===== config.mk =====
export PLATFORM = sky130hd
export DESIGN_NAME = decode_issue_stage
export DESIGN_NICKNAME = d
export VERILOG_FILES = /design/src/rtl/ctrl_pkg.sv /design/src/rtl/pipe_skid_buf.sv /design/src/rtl/decode_issue_stage.sv
export SDC_FILE = /design/constraint.sdc
export NUM_CORES = 1
export LEC_CHECK = 0
export CELL_PAD_IN_SITES_DETAIL_PLACEMENT = 0
export CELL_PAD_IN_SITES_GLOBAL_PLACEMENT = 2
export CORE_ASPECT_RATIO = 2
export CORE_MARGIN = 4
export CORE_UTILIZATION = 28
export CTS_BUF_LIST = sky130_fd_sc_hd__clkbuf_16
export CTS_CLUSTER_SIZE = 10
export DETAILED_ROUTE_END_ITERATION = 8
export PLACE_DENSITY = 0.91
export SLEW_MARGIN = 20
export SYNTH_ARGS = -nofsm -noshare
export SYNTH_HDL_FRONTEND = slang
export SYNTH_HIERARCHICAL = 1
export SYNTH_SLANG_ARGS = --single-unit
export TNS_END_PERCENT = 30

===== constraint.sdc =====
create_clock -name clk -period 2.02 [get_ports clk]
set_input_delay 0.202 -clock clk [delete_from_list [all_inputs] [get_ports clk]]
set_output_delay 0.202 -clock clk [all_outputs]
set_load 0.05 [all_outputs]

===== src/rtl/ctrl_pkg.sv =====
// Shared decode definitions for the decode/issue stage: field encodings,
// unit select, control codes, the decoded bundle and the decode function.
package ctrl_pkg;

    localparam logic [5:0] OP_RTYPE = 6'b000001;
    localparam logic [5:0] OP_ADDI  = 6'b000010;
    localparam logic [5:0] OP_JUMP  = 6'b000011;

    localparam logic [4:0] FMT_INT  = 5'b00001;
    localparam logic [4:0] FMT_FP   = 5'b00010;

    typedef enum logic [1:0] {
        UNIT_NONE = 2'd0,
        UNIT_ALU  = 2'd1,
        UNIT_FPU  = 2'd2,
        UNIT_JUMP = 2'd3
    } unit_sel_e;

    localparam logic [3:0] ALU_NOP  = 4'b0000;
    localparam logic [3:0] ALU_ADD  = 4'b0001;
    localparam logic [3:0] ALU_JUMP = 4'b0010;

    localparam logic [3:0] FPU_NOP  = 4'b0000;
    localparam logic [3:0] FPU_DIV  = 4'b1101;
    localparam logic [3:0] FPU_SQRT = 4'b1110;

    typedef struct packed {
        unit_sel_e  unit;
        logic [3:0] alu_ctrl;
        logic [3:0] fpu_ctrl;
        logic       illegal;
        logic       fpu_long;
    } dec_bundle_t;

    // Every field not set by a legal encoding stays at zero.
    function automatic dec_bundle_t decode_instr(
        input logic [5:0] opcode,
        input logic [4:0] fmt,
        input logic [5:0] funct
    );
        dec_bundle_t b;
        b = '0;
        case (opcode)
            OP_RTYPE: begin
                if (fmt == FMT_INT && funct >= 6'd1 && funct <= 6'd9) begin
                    b.unit     = UNIT_ALU;
                    b.alu_ctrl = funct[3:0];
                end else if (fmt == FMT_FP && funct >= 6'd1 && funct <= 6'd5) begin
                    b.unit     = UNIT_FPU;
                    b.fpu_ctrl = funct[3:0];
                end else if (fmt == FMT_FP && funct >= 6'd7 && funct <= 6'd16) begin
                    // funct 6 is a hole in the FP space, so codes above it shift down by one
                    b.unit     = UNIT_FPU;
                    b.fpu_ctrl = 4'(funct - 6'd1);
                end else begin
                    b.illegal  = 1'b1;
                end
            end
            OP_ADDI: begin
                b.unit     = UNIT_ALU;
                b.alu_ctrl = ALU_ADD;
            end
            OP_JUMP: begin
                b.unit     = UNIT_JUMP;
                b.alu_ctrl = ALU_JUMP;
            end
            default: begin
                b.illegal  = 1'b1;
            end
        endcase
        b.fpu_long = (b.unit == UNIT_FPU) &&
                     (b.fpu_ctrl == FPU_DIV || b.fpu_ctrl == FPU_SQRT);
        return b;
    endfunction

endpackage


===== src/rtl/pipe_skid_buf.sv =====
// Generic two-entry valid/ready skid buffer: an output register plus one
// skid entry. in_ready is registered, so there is no combinational path from
// out_ready to in_ready. stall hides the output entry without disturbing it.
module pipe_skid_buf #(
    parameter int unsigned W = 8
) (
    input  logic         clk,
    input  logic         rst,
    input  logic         in_valid,
    output logic         in_ready,
    input  logic [W-1:0] in_data,
    output logic         out_valid,
    input  logic         out_ready,
    output logic [W-1:0] out_data,
    input  logic         stall
);

    logic         out_full;
    logic         skid_full;
    logic [W-1:0] out_q;
    logic [W-1:0] skid_q;
    logic         ready_q;

    logic         out_full_d;
    logic         skid_full_d;
    logic [W-1:0] out_d;
    logic [W-1:0] skid_d;

    logic         accept;
    logic         issue;

    assign accept    = in_valid && ready_q;
    assign out_valid = out_full && !stall;
    assign issue     = out_valid && out_ready;
    assign in_ready  = ready_q;
    assign out_data  = out_q;

    // Next occupancy: skid drains into the output register on issue; an
    // accept fills the output register unless it is held, then the skid.
    // Accept is impossible while skid is full because ready_q tracks it.
    always_comb begin
        out_full_d  = out_full;
        skid_full_d = skid_full;
        out_d       = out_q;
        skid_d      = skid_q;
        if (issue) begin
            if (skid_full) begin
                out_d       = skid_q;
                skid_full_d = 1'b0;
            end else if (accept) begin
                out_d       = in_data;
            end else begin
                out_full_d  = 1'b0;
            end
        end else if (accept) begin
            if (out_full) begin
                skid_d      = in_data;
                skid_full_d = 1'b1;
            end else begin
                out_d       = in_data;
                out_full_d  = 1'b1;
            end
        end
    end

    // Storage and registered ready; reset drops every held entry.
    always_ff @(posedge clk) begin
        if (rst) begin
            out_full  <= 1'b0;
            skid_full <= 1'b0;
            out_q     <= '0;
            skid_q    <= '0;
            ready_q   <= 1'b0;
        end else begin
            out_full  <= out_full_d;
            skid_full <= skid_full_d;
            out_q     <= out_d;
            skid_q    <= skid_d;
            ready_q   <= !skid_full_d;
        end
    end

endmodule


===== src/rtl/decode_issue_stage.sv =====
// Pipelined decode/issue stage: decodes instructions into ALU/FPU control
// bundles, buffers them in a skid buffer and holds issue off for a fixed
// number of cycles after a long-latency FPU op leaves the stage.
module decode_issue_stage #(
    parameter int unsigned INSTR_W      = 32,
    parameter int unsigned CTRL_W       = 4,
    parameter int unsigned FPU_LONG_LAT = 8,
    parameter int unsigned SKID_DEPTH   = 2
) (
    input  logic               clk,
    input  logic               rst,
    input  logic               in_valid,
    output logic               in_ready,
    input  logic [INSTR_W-1:0] instruction,
    output logic               out_valid,
    input  logic               out_ready,
    output logic [CTRL_W-1:0]  alu_ctrl,
    output logic [CTRL_W-1:0]  fpu_ctrl,
    output logic [1:0]         unit_sel,
    output logic               illegal,
    output logic               fpu_long
);

    import ctrl_pkg::*;

    localparam int unsigned CNT_W    = (FPU_LONG_LAT > 1) ? $clog2(FPU_LONG_LAT) : 1;
    localparam int unsigned BUNDLE_W = $bits(dec_bundle_t);
    localparam logic [CNT_W-1:0] LOCK_LOAD = CNT_W'(FPU_LONG_LAT - 1);

    logic [5:0]          opcode;
    logic [4:0]          fmt;
    logic [5:0]          funct;
    logic                unused_fields;

    dec_bundle_t         dec_in;
    dec_bundle_t         dec_out;
    logic [BUNDLE_W-1:0] out_raw;

    logic [CNT_W-1:0]    lock_cnt;
    logic                stall;
    logic                issue_long;
    logic                unused_skid_depth;

    assign opcode        = instruction[INSTR_W-1 -: 6];
    assign fmt           = instruction[INSTR_W-7 -: 5];
    assign funct         = instruction[5:0];
    assign unused_fields = ^instruction[INSTR_W-12:6];
    assign unused_skid_depth = (SKID_DEPTH != 2);

    assign dec_in = decode_instr(opcode, fmt, funct);

    pipe_skid_buf #(
        .W (BUNDLE_W)
    ) u_skid (
        .clk       (clk),
        .rst       (rst),
        .in_valid  (in_valid),
        .in_ready  (in_ready),
        .in_data   (dec_in),
        .out_valid (out_valid),
        .out_ready (out_ready),
        .out_data  (out_raw),
        .stall     (stall)
    );

    assign dec_out    = dec_bundle_t'(out_raw);
    assign stall      = (lock_cnt != '0);
    assign issue_long = out_valid && out_ready && dec_out.fpu_long;

    assign alu_ctrl = CTRL_W'(dec_out.alu_ctrl);
    assign fpu_ctrl = CTRL_W'(dec_out.fpu_ctrl);
    assign unit_sel = dec_out.unit;
    assign illegal  = dec_out.illegal;
    assign fpu_long = dec_out.fpu_long;

    // Lockout counter: loaded when a long FPU op issues, counts down to zero
    // while masking out_valid; a latency of one cycle never locks.
    always_ff @(posedge clk) begin
        if (rst) begin
            lock_cnt <= '0;
        end else if (issue_long && (FPU_LONG_LAT > 1)) begin
            lock_cnt <= LOCK_LOAD;
        end else if (stall) begin
            lock_cnt <= lock_cnt - CNT_W'(1);
        end
    end

endmodule


# Word-level counts from Yosys, hierarchy flattened
# Index checks and enable logic that the tools add are counted.
[word_totals] reg_bits=30 latchBits=0 ramBits=0 rom_bits=0 inputBits=36 output_inout_bits=14 word_cells=73 n_memories=0
[classes] add_sub_neg=2 multipliers=0 n_div=0 n_lt_le_gt_ge=5 n_eq_ne=11 shift=0 mux=26 bitwise_logic=1 reduce_logical=22
[op_table] operator="$mux 12" n=5
[op_table] operator="$pmux 6 s3" n=1
[op_table] operator="$mux 4" n=4
[op_table] operator="$eq 6x2->1 const B" n=2
[op_table] operator="$logic_and 1x1->1" n=11
[op_table] operator="$mux 1" n=9
[op_table] operator="$reduce_and 3->1" n=3
[op_table] operator="$eq 4x4->1 const B" n=2
[op_table] operator="$eq 6x1->1 const B" n=1
[op_table] operator="$ge 6x1->1 const B" n=1
[op_table] operator="$ge 6x3->1 const B" n=1
[op_table] operator="$le 6x3->1 const B" n=1
[op_table] operator="$le 6x4->1 const B" n=1
[op_table] operator="$le 6x5->1 const B" n=1
[op_table] operator="$mux 2" n=3
[op_table] operator="$mux 3" n=2
[op_table] operator="$ne 2x2->1 const B" n=3
[op_table] operator="$reduce_bool 2->1" n=3
[op_table] operator="$eq 5x1->1 const B" n=1
[op_table] operator="$eq 5x2->1 const B" n=1
[op_table] operator="$mux 5" n=1
[op_table] operator="$sub 4x1->4 const B" n=1
[op_table] operator="$reduce_bool 3->1" n=1
[op_table] operator="$sub 3x1->3 const B" n=1
[op_table] operator="other kinds (6)" n=7

# Logic depth before layout (Yosys ltp)
[depth] depth_word=13 ltp_mapped=9 depth_no_buf=9

# Modules after synthesis
# Netlist, hierarchy kept.
[modules_own_cells] module="pipe_skid_buf" n_inst=1 cells_each=123 area_per_inst_um2=1166.1 seq_area_each_um2=540.5
[modules_own_cells] module="decode_issue_stage" n_inst=1 cells_each=75 area_per_inst_um2=589.3 seq_area_each_um2=60.1

# Worst setup path before layout
# OpenSTA, ideal clock, no wires.
[synth_path] kind="reg2reg" start="register lock_cnt[0]" end="register u_skid.out_q[6], in the netlist u_skid/out_data[6]" setup_time_ns=0.088 arrival_ns=1.829 required_time_ns=1.932 slack_ns=0.103 stages_incl_launch_ff=9 n_path_buf=1 synth_period_minus_slack_ns=1.917 path_cell_list="dfxtp_1 -> inv_1 -> ha_1 -> nand2b_1 -> and2b_1 -> nand3_1 -> buf_2 -> nand2_1 -> a311oi_2"
[synth_between] elab_chain_cells=6 elab_cells_between_ends=8 cone_classes="eq/ne: 1; mux: 1; reduce/logical: 6"
[synth_lines] element="start, declared" line_no="decode_issue_stage.sv:39" text="logic [CNT_W-1:0] lock_cnt;"
[synth_lines] element="start signal, assigned" line_no="decode_issue_stage.sv:84" text="lock_cnt <= lock_cnt - CNT_W'(1);"
[synth_lines] element="$reduce_bool 3->1 *" line_no="decode_issue_stage.sv:67" text="assign stall = (lock_cnt != '0);"
[synth_lines] element="via stall" line_no="decode_issue_stage.sv:40" text="logic stall;"
[synth_lines] element="$logic_not 1->1 *" line_no="pipe_skid_buf.sv:33" text="assign out_valid = out_full && !stall;"
[synth_lines] element="$logic_and 1x1->1 *" line_no="pipe_skid_buf.sv:33"
[synth_lines] element="via out_valid" line_no="decode_issue_stage.sv:15" text="output logic out_valid,"
[synth_lines] element="$logic_and 1x1->1 *" line_no="pipe_skid_buf.sv:34" text="assign issue = out_valid && out_ready;"
[synth_lines] element="$ne 2x2->1 (no source line) / $reduce_bool 2->1 (equally long branches)"
[synth_lines] element="$reduce_and 3->1 (no source line)"
[synth_lines] element="end signal, assigned" line_no="pipe_skid_buf.sv:77" text="out_q <= out_d;"
[synth_lines] element="end, declared" line_no="pipe_skid_buf.sv:20" text="logic [W-1:0] out_q;"
# Mark *: on every way through the listed nets, which the timed path passes. The rest lies on a longest branch.
# A chain may end at the register's enable or synchronous reset.

# Worst setup path in the final report
[layout_path] start="register lock_cnt[1]" end="register u_skid.out_q[0], in the netlist u_skid/out_data[0]"
[layout_between] elab_chain_cells=6 elab_cells_between_ends=8 cone_classes="eq/ne: 1; mux: 1; reduce/logical: 6"
[layout_lines] element="$reduce_bool 3->1 *" line_no="decode_issue_stage.sv:67"
[layout_lines] element="via stall" line_no="decode_issue_stage.sv:40"
[layout_lines] element="$logic_not 1->1 *" line_no="pipe_skid_buf.sv:33"
[layout_lines] element="$logic_and 1x1->1 *" line_no="pipe_skid_buf.sv:33"
[layout_lines] element="$logic_and 1x1->1 *" line_no="pipe_skid_buf.sv:34"
[layout_lines] element="$ne 2x2->1 (no source line) / $reduce_bool 2->1 (equally long branches)"
[layout_lines] element="$reduce_and 3->1 (no source line)"
# Marked as above.

==> key figures <==
Finish
  • Multi-input combinational cell area: 0.001155 mm^2
  • Layout cell share with drive strength beyond 1: 0.2819
  • Synth-to-Final Area Change: 51.03%
  • Nets: around 300
  • Reg area: approximately 600 um^2
  • Number of fill cells: ~600
  • Antenna diodes: 0
  • Finished Core Util: 0.4378

Critical path
  • R2R Setup Slk: roughly 68 ps
  • Worst Path Buf+Inv: 2
  • Worst reg-to-reg path cell count: 9
  • CP startpoint kind: register
  • CP delay by family, top: compound AO/OA/AOI/OAI gates
  • Critical Path AT: about 2100 ps
  • Critical Path Fanout Max: 6
  • Critical path class: register to register
  • Crit-path slowest cell: a211oi_4
  • CP peak stage delay: about 380 ps
  • Crit. path cell count: 9
  • CP required: roughly 2200 ps
  • Critical path cell sequence: inv_2 > ha_4 > nand2b_4 > nand3b_1 > ha_2 > a211oi_4 > buf_12 > nor2_1 > a311oi_2
  • Crit end category: register

Timing
  • Final worst path period share: 0.9661
  • Final Skew: 3.463 ps
  • Slew Viols, Final: 0
  • Hold slack final: between 400 and 500 ps
  • Fmax: about 0.5 GHz
  • Worst relative slew slack: 0.6671
  • RSZ-0062 raised after global routing: true
  • Hold violation count in the final report: 0
  • Fin Setup TNS: 0 ps
  • Least-Margin Pin Slew: around 500 ps
  • Final setup viols: 0
  • Minimum clock period: a little under 2000 ps

Route
  • Remaining DRCs: 0
  • Routed len/inst: ~14 um
  • Drt first pass iters: 4
  • Total vias in the final route: 1622
  • Routed Antenna Nets: 0
  • DRT iter0 DRCs: 60
  • Total Wirelength: about 4600 um
  • Via-to-Cell Ratio: around 4.7

CTS
  • Root Buffer: clkbuf_16
  • Post-CTS Hold Buffers: 0
  • Clock Pin Slew Worst Setup and Hold Paths: 50 ps
  • # clock sinks: 30
  • Clk buf depth: 2
  • Number of H-tree levels: 2
  • Worst-Skew Late Latency: about 270 ps
  • Clock buffer count from CTS: 5
  • CTS tree: yes

Min path
  • Hold WC Path Type: register to register
  • WHS Path Cells: 2

Synthesis
  • Synth Cell Area: approximately 0.0018 mm^2
  • Yosys warns: 6
  • Post-Syn Area per Cell: 8.866 um^2
  • Post-Syn Nets: between 200 and 250
  • Ys flop type: dfxtp_1
  • Leading area contributor after synthesis: dfxtp_1
  • Synth cell types: 42
  • Synth top cells by count: nor2_1 (32), dfxtp_1 (30), nand2_1 (30), mux2i_1 (15)
  • Cells after synthesis: a little under 200
  • Number of register bits inferred by synthesis: 30
  • Post-synth EDFFs: 0
  • Area contributors post-synth: dfxtp_1 (34%), mux2i_1 (8.6%), a311oi_2 (7.7%)
  • Synth top area share: 0.3421
  • Cell with the most instances after synthesis: nor2_1
  • Share of the yosys chip area belonging to registers: 0.3421
  • Asr flop ratio synth: 0

Placement
  • HPWL Detailed: around 3400 um
  • Final GP Congestion: around 0.91
  • Port bufs: 34

Die
  • Initial core utilization: 0.2899
  • Die area: between 0.007 and 0.008 mm^2
  • Rows: 40
  • Die height: 120.0 um
  • Core area: between 0.006 and 0.007 mm^2
  • Io pins: 50
  • Die X-Extent: 63.99 um

Flow run
  • Max-cap violations: 0

Global route
  • Initial antenna violation count: 0
  • Gr ovfl total: 0
  • All-layer global routing usage: 0.1251
  • Vias in the first global route: ~1600
  • First-pass GRT wire length: ~7400 um
  • Largest net degree at the start of global routing: 31

Pwr
  • Maximum vdd drop: approximately 0.33 mV
  • Final total power: around 2.1 mW
  • Leakage: between 1 and 1.5 nW
  • Pwr dens: about 770 mW/mm^2

Outcome
  • Outcome: completed
==> logic make-up (layout without fill, tap and decap cells) <==
kind of cell | Yosys count | in the layout | share of synthesized area
AO/OA/AOI/OAI | 34 | 34 | 0.1867
XOR/XNOR | 5 | 5 | 0.02922
adder cells (fa/ha/maj) | 7 | 7 | 0.04989
buffers and inverters | 15 | 76 | 0.04775
flip-flops | 30 | 30 | 0.3421
multiplexers | 15 | 15 | 0.08553
AND/OR/NAND/NOR | 92 | 92 | 0.2587
==> tightest hold or removal path: stages (launching register included) <==
cell and delay (ps):
dfxtp_1 300, nand2_1 50, a311oi_1 70
==> metrics by stage <==
step	instances	worst slack, ps	cell area, um^2
after global routing	343	-48.36	2651
after global placement	329	-341.6	2340
after CTS	337	17.00	2500
after floorplan	198	102.6	1755
after detailed placement	329	-398.7	2340
final	343	68.45	2651
==> timing repair <==
action,CTS,global route
gates resized for setup,8,18
buffers inserted,1,3
endpoints found under the setup margin,6,12
pin swaps,1,15
cloned,0,3
==> flip-flops by register name (all words and copies together) (netlist names) <==
| register | cells |
|---|---|
| u_skid/in_ready | 1 |
| u_skid/skid_full | 1 |
| u_skid/out_data | 12 |
| u_skid/out_full | 1 |
| u_skid/skid_q | 12 |
| lock_cnt | 3 |
==> area by class of cell <==
type	count	share of cell area
repair buffers	63	0.2388
multi-input cells	153	0.4356
clock inverters	2	0.002832
inverters	6	0.008495
well taps	84	0.03964
flip-flops and latches	30	0.2275
clock buffers	5	0.04719
==> where the power goes <==
group | internal, mW | total (mW) | leakage (nW) | switching, mW
sequential | 0.652 | 0.690 | 0.244 | 0.0382
combinational | 0.346 | 0.686 | 0.729 | 0.340
clock | 0.438 | 0.679 | 0.0723 | 0.241
==> per-layer routing <==
layer  global-route usage  part of all wire  wire length, um  up-vias
li1                     -                 -                -      814
met1               0.1107              0.33             1530      767
met2               0.2450              0.61             2821       30
met3              0.02154             0.027              125       11
met4              0.08119             0.033              153        0
met5                    0                 0                0        -
==> worst paths after layout <==
kind,start,to
worst max-delay path,lock_cnt[1]$_SDFFE_PP0P_,u_skid/out_data[0]$_SDFFE_PP0P_
worst min-delay path,u_skid/skid_q[9]$_SDFFE_PP0P_,u_skid/out_data[9]$_SDFFE_PP0P_
worst max register to register,lock_cnt[1]$_SDFFE_PP0P_,u_skid/out_data[0]$_SDFFE_PP0P_
worst min register to register,u_skid/skid_q[9]$_SDFFE_PP0P_,u_skid/out_data[9]$_SDFFE_PP0P_
==> cells in the final DEF, fill, tap and decap left out, drive strengths merged, types with 2 or more instances in the layout <==
cell type      count
nor2              32
clkdlybuf4s50     31
nand2             30
dfxtp             30
buf               28
mux2i             15
a311oi            11
a21oi              9
inv                8
clkbuf             7
ha                 7
o21ai              5
xnor2              5
and2               4
nor3               4
nand4              3
nand3              3
nand2b             3
a211oi             3
nor2b              2
and3               2
dlygate4sd2        2
nor3b              2
Power figures use the tool's default switching activity.
